<file path="config.mk">
export PLATFORM = sky130hd
export DESIGN_NAME = hazard_ctrl_flat
export DESIGN_NICKNAME = d
export VERILOG_FILES = /design/src/rtl/hazard_ctrl_if.sv /design/src/rtl/hazard_ctrl.sv /design/src/flat_wrapper.sv
export SDC_FILE = /design/constraint.sdc
export NUM_CORES = 1
export LEC_CHECK = 0
export ABC_AREA = 1
export ABC_CLOCK_PERIOD_IN_PS = 2500
export CAP_MARGIN = 20
export CORE_MARGIN = 8
export CORE_UTILIZATION = 43
export DETAILED_ROUTE_END_ITERATION = 10
export GPL_TIMING_DRIVEN = 0
export PLACE_DENSITY_LB_ADDON = 0.08
export SYNTH_ARGS = -nofsm -noshare
export SYNTH_HDL_FRONTEND = slang
export SYNTH_SLANG_ARGS = --single-unit
export TNS_END_PERCENT = 50
</file>
<file path="constraint.sdc">
create_clock -name clk -period 2.5 [get_ports clk]
set_input_delay 0.75 -clock clk [delete_from_list [all_inputs] [get_ports clk]]
set_output_delay 0.75 -clock clk [all_outputs]
set_load 0.005 [all_outputs]
</file>
<file path="src/rtl/hazard_ctrl_if.sv">
// Hazard controller bundle: ID/EX hazard inputs going in, pipeline stall/flush
// controls and the stall counter coming out.
interface hazard_ctrl_if #(
  parameter int PERF_W = 16
);
  logic [4:0]        id_rs1;
  logic [4:0]        id_rs2;
  logic              id_rs1_used;
  logic              id_rs2_used;
  logic              id_rs2_r_select;
  logic [4:0]        ex_rd;
  logic              ex_mem_read;
  logic [1:0]        ex_w_select;
  logic              ex_mat_op;
  logic              ex_branch_taken;
  logic              stall_clr;

  logic              pc_stall;
  logic              if_id_stall;
  logic              if_id_flush;
  logic              id_ex_stall;
  logic              id_ex_bubble;
  logic              ex_me_bubble;
  logic              mat_busy;
  logic [PERF_W-1:0] stall_cycles;

  // Pipeline side: presents the instructions in ID/EX and consumes controls
  modport master (
    output id_rs1, id_rs2, id_rs1_used, id_rs2_used, id_rs2_r_select,
           ex_rd, ex_mem_read, ex_w_select, ex_mat_op, ex_branch_taken, stall_clr,
    input  pc_stall, if_id_stall, if_id_flush, id_ex_stall, id_ex_bubble,
           ex_me_bubble, mat_busy, stall_cycles
  );

  // Controller side
  modport slave (
    input  id_rs1, id_rs2, id_rs1_used, id_rs2_used, id_rs2_r_select,
           ex_rd, ex_mem_read, ex_w_select, ex_mat_op, ex_branch_taken, stall_clr,
    output pc_stall, if_id_stall, if_id_flush, id_ex_stall, id_ex_bubble,
           ex_me_bubble, mat_busy, stall_cycles
  );
endinterface

</file>
<file path="src/rtl/hazard_ctrl.sv">
// Pipeline hazard/stall controller: load-use stalls on scalar and matrix
// registers, multi-cycle matrix op occupancy of EX, taken-branch squash, and
// a saturating count of PC-stall cycles.
module hazard_ctrl #(
  parameter int MAT_LAT = 4,
  parameter int CNT_W   = 8,
  parameter int PERF_W  = 16
) (
  input logic         clk,
  input logic         rstn,
  hazard_ctrl_if.slave hz
);

  typedef enum logic {
    RUN      = 1'b0,
    MAT_BUSY = 1'b1
  } state_t;

  // A one-cycle matrix op never needs to hold the pipeline.
  localparam bit MULTI_CYCLE = (MAT_LAT > 1);
  // Entry cycle is spent in RUN and the final cycle at cnt==0 releases stalls.
  localparam logic [CNT_W-1:0] CNT_LOAD = MULTI_CYCLE ? CNT_W'(MAT_LAT - 2) : '0;

  state_t             state_q, state_d;
  logic [CNT_W-1:0]   cnt_q, cnt_d;
  logic [PERF_W-1:0]  stall_cycles_q, stall_cycles_d;

  logic mat_req;
  logic lu;
  logic lu_scalar;
  logic lu_matrix;
  logic pc_stall;
  logic if_id_stall;
  logic if_id_flush;
  logic id_ex_stall;
  logic id_ex_bubble;
  logic ex_me_bubble;

  // Hazard detection: matrix occupancy of EX and load-use against ID operands
  always_comb begin
    mat_req   = ((state_q == RUN) && hz.ex_mat_op && MULTI_CYCLE) ||
                ((state_q == MAT_BUSY) && (cnt_q != '0));
    lu_scalar = (hz.ex_w_select == 2'b01) && (hz.ex_rd != 5'd0) &&
                ((hz.id_rs1_used && (hz.id_rs1 == hz.ex_rd)) ||
                 (hz.id_rs2_used && hz.id_rs2_r_select && (hz.id_rs2 == hz.ex_rd)));
    // Matrix register 0 is a real register, so no zero-index exclusion here.
    lu_matrix = (hz.ex_w_select == 2'b10) && hz.id_rs2_used && !hz.id_rs2_r_select &&
                (hz.id_rs2 == hz.ex_rd);
    lu        = hz.ex_mem_read && (lu_scalar || lu_matrix);
  end

  // Prioritised control outputs; everything is held low while in reset
  always_comb begin
    pc_stall     = 1'b0;
    if_id_stall  = 1'b0;
    if_id_flush  = 1'b0;
    id_ex_stall  = 1'b0;
    id_ex_bubble = 1'b0;
    ex_me_bubble = 1'b0;
    if (rstn) begin
      if (mat_req) begin
        pc_stall     = 1'b1;
        if_id_stall  = 1'b1;
        id_ex_stall  = 1'b1;
        ex_me_bubble = 1'b1;
      end else if (hz.ex_branch_taken) begin
        if_id_flush  = 1'b1;
        id_ex_bubble = 1'b1;
      end else if (lu) begin
        pc_stall     = 1'b1;
        if_id_stall  = 1'b1;
        id_ex_bubble = 1'b1;
      end
    end
  end

  // Matrix FSM next state and latency countdown
  always_comb begin
    state_d = state_q;
    cnt_d   = cnt_q;
    case (state_q)
      RUN: begin
        if (mat_req) begin
          state_d = MAT_BUSY;
          cnt_d   = CNT_LOAD;
        end
      end
      MAT_BUSY: begin
        if (cnt_q == '0) begin
          state_d = RUN;
        end else begin
          cnt_d = cnt_q - 1'b1;
        end
      end
      default: begin
        state_d = RUN;
        cnt_d   = '0;
      end
    endcase
  end

  // Stall-cycle counter: clear wins, otherwise saturating increment
  always_comb begin
    stall_cycles_d = stall_cycles_q;
    if (hz.stall_clr) begin
      stall_cycles_d = '0;
    end else if (pc_stall && !(&stall_cycles_q)) begin
      stall_cycles_d = stall_cycles_q + 1'b1;
    end
  end

  // State registers with synchronous active-low reset
  always_ff @(posedge clk) begin
    if (!rstn) begin
      state_q        <= RUN;
      cnt_q          <= '0;
      stall_cycles_q <= '0;
    end else begin
      state_q        <= state_d;
      cnt_q          <= cnt_d;
      stall_cycles_q <= stall_cycles_d;
    end
  end

  assign hz.pc_stall     = pc_stall;
  assign hz.if_id_stall  = if_id_stall;
  assign hz.if_id_flush  = if_id_flush;
  assign hz.id_ex_stall  = id_ex_stall;
  assign hz.id_ex_bubble = id_ex_bubble;
  assign hz.ex_me_bubble = ex_me_bubble;
  assign hz.mat_busy     = rstn && (state_q == MAT_BUSY);
  assign hz.stall_cycles = stall_cycles_q;

endmodule

</file>
<file path="src/flat_wrapper.sv">
// flat-port wrapper written by rule: the top's interface ports become plain ports
module hazard_ctrl_flat 
#(
  parameter int MAT_LAT = 4,
  parameter int CNT_W   = 8,
  parameter int PERF_W  = 16
)
  (clk, rstn, hz_id_rs1, hz_id_rs2, hz_id_rs1_used, hz_id_rs2_used, hz_id_rs2_r_select, hz_ex_rd, hz_ex_mem_read, hz_ex_w_select, hz_ex_mat_op, hz_ex_branch_taken, hz_stall_clr, hz_pc_stall, hz_if_id_stall, hz_if_id_flush, hz_id_ex_stall, hz_id_ex_bubble, hz_ex_me_bubble, hz_mat_busy, hz_stall_cycles);
  hazard_ctrl_if #(.PERF_W(PERF_W)) hz_i ();
  input logic clk;
  input logic rstn;
  input wire logic [$bits(hz_i.id_rs1)-1:0] hz_id_rs1;
  input wire logic [$bits(hz_i.id_rs2)-1:0] hz_id_rs2;
  input wire logic [$bits(hz_i.id_rs1_used)-1:0] hz_id_rs1_used;
  input wire logic [$bits(hz_i.id_rs2_used)-1:0] hz_id_rs2_used;
  input wire logic [$bits(hz_i.id_rs2_r_select)-1:0] hz_id_rs2_r_select;
  input wire logic [$bits(hz_i.ex_rd)-1:0] hz_ex_rd;
  input wire logic [$bits(hz_i.ex_mem_read)-1:0] hz_ex_mem_read;
  input wire logic [$bits(hz_i.ex_w_select)-1:0] hz_ex_w_select;
  input wire logic [$bits(hz_i.ex_mat_op)-1:0] hz_ex_mat_op;
  input wire logic [$bits(hz_i.ex_branch_taken)-1:0] hz_ex_branch_taken;
  input wire logic [$bits(hz_i.stall_clr)-1:0] hz_stall_clr;
  output wire logic [$bits(hz_i.pc_stall)-1:0] hz_pc_stall;
  output wire logic [$bits(hz_i.if_id_stall)-1:0] hz_if_id_stall;
  output wire logic [$bits(hz_i.if_id_flush)-1:0] hz_if_id_flush;
  output wire logic [$bits(hz_i.id_ex_stall)-1:0] hz_id_ex_stall;
  output wire logic [$bits(hz_i.id_ex_bubble)-1:0] hz_id_ex_bubble;
  output wire logic [$bits(hz_i.ex_me_bubble)-1:0] hz_ex_me_bubble;
  output wire logic [$bits(hz_i.mat_busy)-1:0] hz_mat_busy;
  output wire logic [$bits(hz_i.stall_cycles)-1:0] hz_stall_cycles;
  assign hz_i.id_rs1 = hz_id_rs1;
  assign hz_i.id_rs2 = hz_id_rs2;
  assign hz_i.id_rs1_used = hz_id_rs1_used;
  assign hz_i.id_rs2_used = hz_id_rs2_used;
  assign hz_i.id_rs2_r_select = hz_id_rs2_r_select;
  assign hz_i.ex_rd = hz_ex_rd;
  assign hz_i.ex_mem_read = hz_ex_mem_read;
  assign hz_i.ex_w_select = hz_ex_w_select;
  assign hz_i.ex_mat_op = hz_ex_mat_op;
  assign hz_i.ex_branch_taken = hz_ex_branch_taken;
  assign hz_i.stall_clr = hz_stall_clr;
  assign hz_pc_stall = hz_i.pc_stall;
  assign hz_if_id_stall = hz_i.if_id_stall;
  assign hz_if_id_flush = hz_i.if_id_flush;
  assign hz_id_ex_stall = hz_i.id_ex_stall;
  assign hz_id_ex_bubble = hz_i.id_ex_bubble;
  assign hz_ex_me_bubble = hz_i.ex_me_bubble;
  assign hz_mat_busy = hz_i.mat_busy;
  assign hz_stall_cycles = hz_i.stall_cycles;
  hazard_ctrl #(.MAT_LAT(MAT_LAT), .CNT_W(CNT_W), .PERF_W(PERF_W)) u_core (.clk(clk), .rstn(rstn), .hz(hz_i));
endmodule
</file>
# After elaboration in Yosys (flattened, before gate mapping)
# Cells that the tools add are included.
classes:
  add_sub_neg: 2
  n_mul: 0
  div: 0
  n_lt_le_gt_ge: 0
  n_eq_ne: 6
  n_shift: 0
  n_mux: 17
  bitwise: 2
  reduce_logical: 24
ops:
  columns: ["op", "count"]
  rows:
  - ["$add A16 B1 Y16 const B", 1]
  - ["$mux W8", 2]
  - ["$pmux W8 S2", 1]
  - ["$reduce_and A16 Y1", 1]
  - ["$logic_and A1 B1 Y1", 13]
  - ["$mux W1", 13]
  - ["$eq A5 B5 Y1", 2]
  - ["$logic_not A8 Y1", 1]
  - ["$reduce_bool A8 Y1", 1]
  - ["$sub A8 B1 Y8 const B", 1]
  - ["$reduce_bool A5 Y1", 1]
  - ["$logic_or A1 B1 Y1", 3]
  - ["$eq A2 B1 Y1 const B", 1]
  - ["$eq A2 B2 Y1 const B", 1]
  - ["$logic_not A1 Y1", 2]
  - ["$ne A2 B1 Y1 const B", 1]
  - ["$ne A2 B2 Y1 const B", 1]
  - ["$not A1 Y1", 2]
  - ["$pmux W1 S2", 1]
  - ["$reduce_and A2 Y1", 1]
  - ["$reduce_or A2 Y1", 1]
word_totals:
  register_bits: 25
  latch_bits: 0
  ramBits: 0
  rom_bits: 0
  inputBits: 26
  wordCells: 54
  memories: 0

# Logic depth before layout (Yosys ltp)
depth:
  ltp_word: 11
  ltp_mapped: 14
  depth_no_buf: 13

# Least setup slack after synthesis
# No wires, ideal clock.
synth_path:
  path_kind: "input-to-output"
  start: "input hz_ex_rd[2]"
  end: "output hz_pc_stall"
  arrival_time_ns: 1.828
  slack_ns: -0.078
  cell_stages: 11
  n_path_buf: 2
  path_cell_list: "inv_1 nor2_1 nor3_1 nand3_1 nand2_1 nand2_1 nand2_1 nand3_1 nand2_2 buf_4 buf_4"
synth_between:
  elab_chain_len: 10
synth_lines:
  columns: ["item", "line_no", "text"]
  rows:
  - ["start, declared", "flat_wrapper.sv:17", "input wire logic [$bits(hz_i.ex_rd)-1:0] hz_ex_rd;"]
  - ["$eq A5 B5 Y1 (on tied branches)", "hazard_ctrl.sv:44, hazard_ctrl.sv:45, hazard_ctrl.sv:48", null]
  - ["$logic_and A1 B1 Y1 (on tied branches)", "hazard_ctrl.sv:44, hazard_ctrl.sv:45", null]
  - ["$logic_or A1 B1 Y1", "hazard_ctrl.sv:44", "((hz.id_rs1_used && (hz.id_rs1 == hz.ex_rd)) ||"]
  - ["$logic_and A1 B1 Y1", "hazard_ctrl.sv:43", "lu_scalar = (hz.ex_w_select == 2'b01) && (hz.ex_rd != 5'd0) &&"]
  - ["$logic_or A1 B1 Y1 *", "hazard_ctrl.sv:49", "lu = hz.ex_mem_read && (lu_scalar || lu_matrix);"]
  - ["$logic_and A1 B1 Y1 *", "hazard_ctrl.sv:49", null]
  - ["$mux W1 * (4 in a row)", null, null]
  - ["end, declared", "flat_wrapper.sv:23", "output wire logic [$bits(hz_i.pc_stall)-1:0] hz_pc_stall;"]
# Every way passes the cells marked *; elsewhere a longest branch is shown, timed or not.

# Final worst setup path
layout_path:
  start: "input hz_id_rs2_used"
  end: "output hz_pc_stall"
layout_between:
  elab_chain_len: 10
layout_lines:
  columns: ["item", "line_no", "text"]
  rows:
  - ["start, declared", "flat_wrapper.sv:15", "input wire logic [$bits(hz_i.id_rs2_used)-1:0] hz_id_rs2_used;"]
  - ["$logic_and A1 B1 Y1 (2 in a row)", "hazard_ctrl.sv:45", "(hz.id_rs2_used && hz.id_rs2_r_select && (hz.id_rs2 == hz.ex_rd)));"]
  - ["$logic_or A1 B1 Y1", "hazard_ctrl.sv:44", null]
  - ["$logic_and A1 B1 Y1", "hazard_ctrl.sv:43", null]
  - ["$logic_or A1 B1 Y1 *", "hazard_ctrl.sv:49", null]
  - ["$logic_and A1 B1 Y1 *", "hazard_ctrl.sv:49", null]
  - ["$mux W1 *", "hazard_ctrl.sv:69", "end else if (lu) begin"]
  - ["$mux W1 *", "hazard_ctrl.sv:66", "end else if (hz.ex_branch_taken) begin"]
  - ["$mux W1 *", "hazard_ctrl.sv:61", "if (mat_req) begin"]
  - ["$mux W1 *", "hazard_ctrl.sv:60", "if (rstn) begin"]
# Marked as above.

==> impl_metrics.json <==
{
  "cts_tree": "built",
  "yosysWarnings": 0,
  "ir_worst_vdd_mv": 0.276,
  "p_comb_frac": 0.376,
  "p_clk_frac": 0.223,
  "n_antenna_cell": 0,
  "setup_violations": 1,
  "gp_congestion": 0.908,
  "rrSetupSlack_ns": 0.38,
  "grt_overflow": 0,
  "insertion_delay_ns": 0.27,
  "grt_max_degree": 16,
  "grt_util_all_layers": 0.150,
  "internal_power_w": 0.000740,
  "seqPwrFrac": 0.401,
  "setup_slack_ns": -0.00965,
  "worst_path_dominant_cell_family": "simple AND/OR/NAND/NOR gates",
  "hold_buffers": 0,
  "post-layout-total-power_w": 0.00112,
  "cp_common_cell": "buf_6",
  "final_util": 0.647,
  "cp.buffers_inverters": 4,
  "synth.area.top_cells": "dfxtp_1 29%, nand2_1 13%, nand3_1 8.6%",
  "syn_area_um2": 1750,
  "synthTopCellsByCount": "60 x nand2_1, 35 x inv_1, 30 x nand3_1",
  "finClkSkew_ns": 0.00333,
  "cp.required_ns": 1.75,
  "drt_iter0_drc": 93,
  "p_leak_nw": 1.05,
  "worst_setup_path_start_kind": "input pin",
  "status": "finished, violations left",
  "n_fill_cell": 395,
  "clock_path_buffers": 2,
  "vias": 1841,
  "max_cap_violations": 0,
  "die_y_um": 79.9,
  "worstSetupPathType": "in -> out",
  "slew_viol_final": 0,
  "grt_pass1_vias": 1816,
  "cp_slowest_cell": "nor4_4",
  "area_growth_pct": 46.5,
  "crit_path_end_kind": "output port",
  "grt_pass1_wl_mm": 7.95,
  "place_ws_ns": -1.15,
  "max-slew-margin-rel": 0.513,
  "yosys.cell_types.count": 27,
  "synthDominantCellAreaShare": 0.285,
  "synth-async-reset-ratio": 0,
  "cpPeakStageDelay_ns": 0.26,
  "clockRootBuffer": "clkbuf_8",
  "max_freq_mhz": 398,
  "violations": "negative setup slack",
  "ys_ff_latch": 25,
  "rsz0062_at_grt": "yes",
  "dr.pass1.iters": 4,
  "p_per_area_nw_per_um2": 435,
  "cp_max_fo": 4,
  "numCtsBuffers": 3,
  "worstPathArrival_ns": 1.76,
  "dp_cells": 361,
  "setup_tns_ns": -0.00965,
  "synth_edf_count": 0,
  "initial_core_util": 0.442,
  "hold_viol": 0,
  "syn_avg_cell_area_um2": 6.67,
  "wl_per_cell_um": 12.4,
  "synth_fp_nets": 292,
  "drc": 0,
  "h-tree-depth": 1,
  "die_width_um": 79.9,
  "final_cells": 375,
  "yosysSeqAreaShare": 0.285,
  "clkTransAtPathRegs_ns": 0.09,
  "synth_area_leader_cell": "dfxtp_1",
  "layout-drive-gt1-share": 0.342,
  "io_pins": 49,
  "dieArea_um2": 6380,
  "period_minus_slack_ns": 2.51,
  "nNetsFinal": 355,
  "path_cells": "clkbuf_2 -> inv_1 -> nor4_4 -> nand4_1 -> nand2_1 -> nand3_2 -> nand2_4 -> buf_6 -> buf_6",
  "rows": 23,
  "p_switching_w": 0.000379,
  "worst_hold_path_type": "reg -> reg",
  "cts.sinks": 25,
  "timing.final.crit_share": 1.00,
  "viasPerCell": 4.91,
  "ant_nets": 0,
  "swShare": 0.339,
  "antenna_found_initial": 0,
  "core_area_um2": 3970,
  "syn-instance-count": 263,
  "dp_hpwl_mm": 3.46,
  "synth.most_common_cell": "nand2_1",
  "tightest_slew_ns": 0.731,
  "io_buffers": 48,
  "synthFlopType": "dfxtp_1",
  "drt-total-wl_mm": 4.66
}
[stage by stage]
stage	instance area [um2]	hold WS (ns)
after floorplan	1770	0.451
after global placement	2310	0.471
after global routing	2570	0.517
after detailed placement	2310	0.471
after CTS	2460	0.484
final	2570	0.479
[logic make-up after synthesis]
kind of cell | Yosys count | share of synthesized area
buffers and inverters | 47 | 0.122
AND/OR/NAND/NOR | 140 | 0.370
adder cells (fa/ha/maj) | 3 | 0.0214
flip-flops | 25 | 0.285
AO/OA/AOI/OAI | 31 | 0.116
XOR/XNOR | 17 | 0.0849
[repair_timing]
item                                    in CTS  in global routing
resized for setup                          136                 35
setup buffers                                5                  6
endpoints found under the setup margin       7                  6
pin swaps                                   30                 22
[power groups by stage]
stage	registers (W)	logic [W]	clock network, W
final	0.000448	0.000421	0.000250
after global routing	0.000452	0.000461	0.000276
after CTS	0.000446	0.000384	0.000262
after detailed placement	0.000453	0.000328	0
after global placement	0.000452	0.000325	0
after floorplan	0.000448	0.000215	0
[worst reg2reg max path, delay by kind of cell (launching register included)]
family | cells | cell delay [ns]
simple gates | 5 | 0.78
flops | 1 | 0.47
buf+inv | 2 | 0.36
fa+ha+maj | 1 | 0.27
compound gates | 1 | 0.16
[worst paths after layout]
path	from	endpoint	cells after the start
worst min register to register	u_core.cnt_q[7]	u_core.cnt_q[7]	2
worst max register to register	u_core.hz.stall_cycles[0]	u_core.hz.stall_cycles[0]	9
worst max-delay path	hz_id_rs2_used	hz_pc_stall	9
worst min-delay path	u_core.cnt_q[7]	u_core.cnt_q[7]	2
[state kept, by name (all words and copies together) (netlist names)]
register and count:
u_core.hz.stall_cycles 16, u_core.cnt_q 8, u_core.state_q 1
[layout make-up]
| type | instances | area (um2) | share of cell area |
|---|---|---|---|
| sequential | 25 | 505 | 0.197 |
| buffer | 7 | 63.8 | 0.0248 |
| tap | 50 | 62.6 | 0.0243 |
| inverter | 39 | 166 | 0.0648 |
| multi-input combinational | 191 | 1180 | 0.459 |
| timing repair buffer | 59 | 543 | 0.211 |
| clock inverter | 1 | 7.51 | 0.00292 |
| clock buffer | 3 | 41.3 | 0.0161 |
[cell usage in the layout, fill, tap and decap left out, types with 4 or more instances in the layout]
cell             count
inv_2               12
nand2_2             19
a21oi_1             11
nand3_1             29
xor2_1              10
xnor2_1              6
clkdlybuf4s50_1     20
o21ai_0              4
nor2_1              16
buf_4               12
a21oi_2             12
nor4_1               5
buf_2               10
inv_1               24
nand2_1             46
buf_6               11
dfxtp_1             23
nand4_1              5
[metal layers]
| metal | wire length [um] | track usage |
|---|---|---|
| met1 | 2240 | 0.186 |
| met2 | 2140 | 0.252 |
| met3 | 261 | 0.0394 |
| met4 | 27 | 0.0309 |
| met5 | 0 | 0 |
Note: power is estimated with default switching activity, not from simulation.
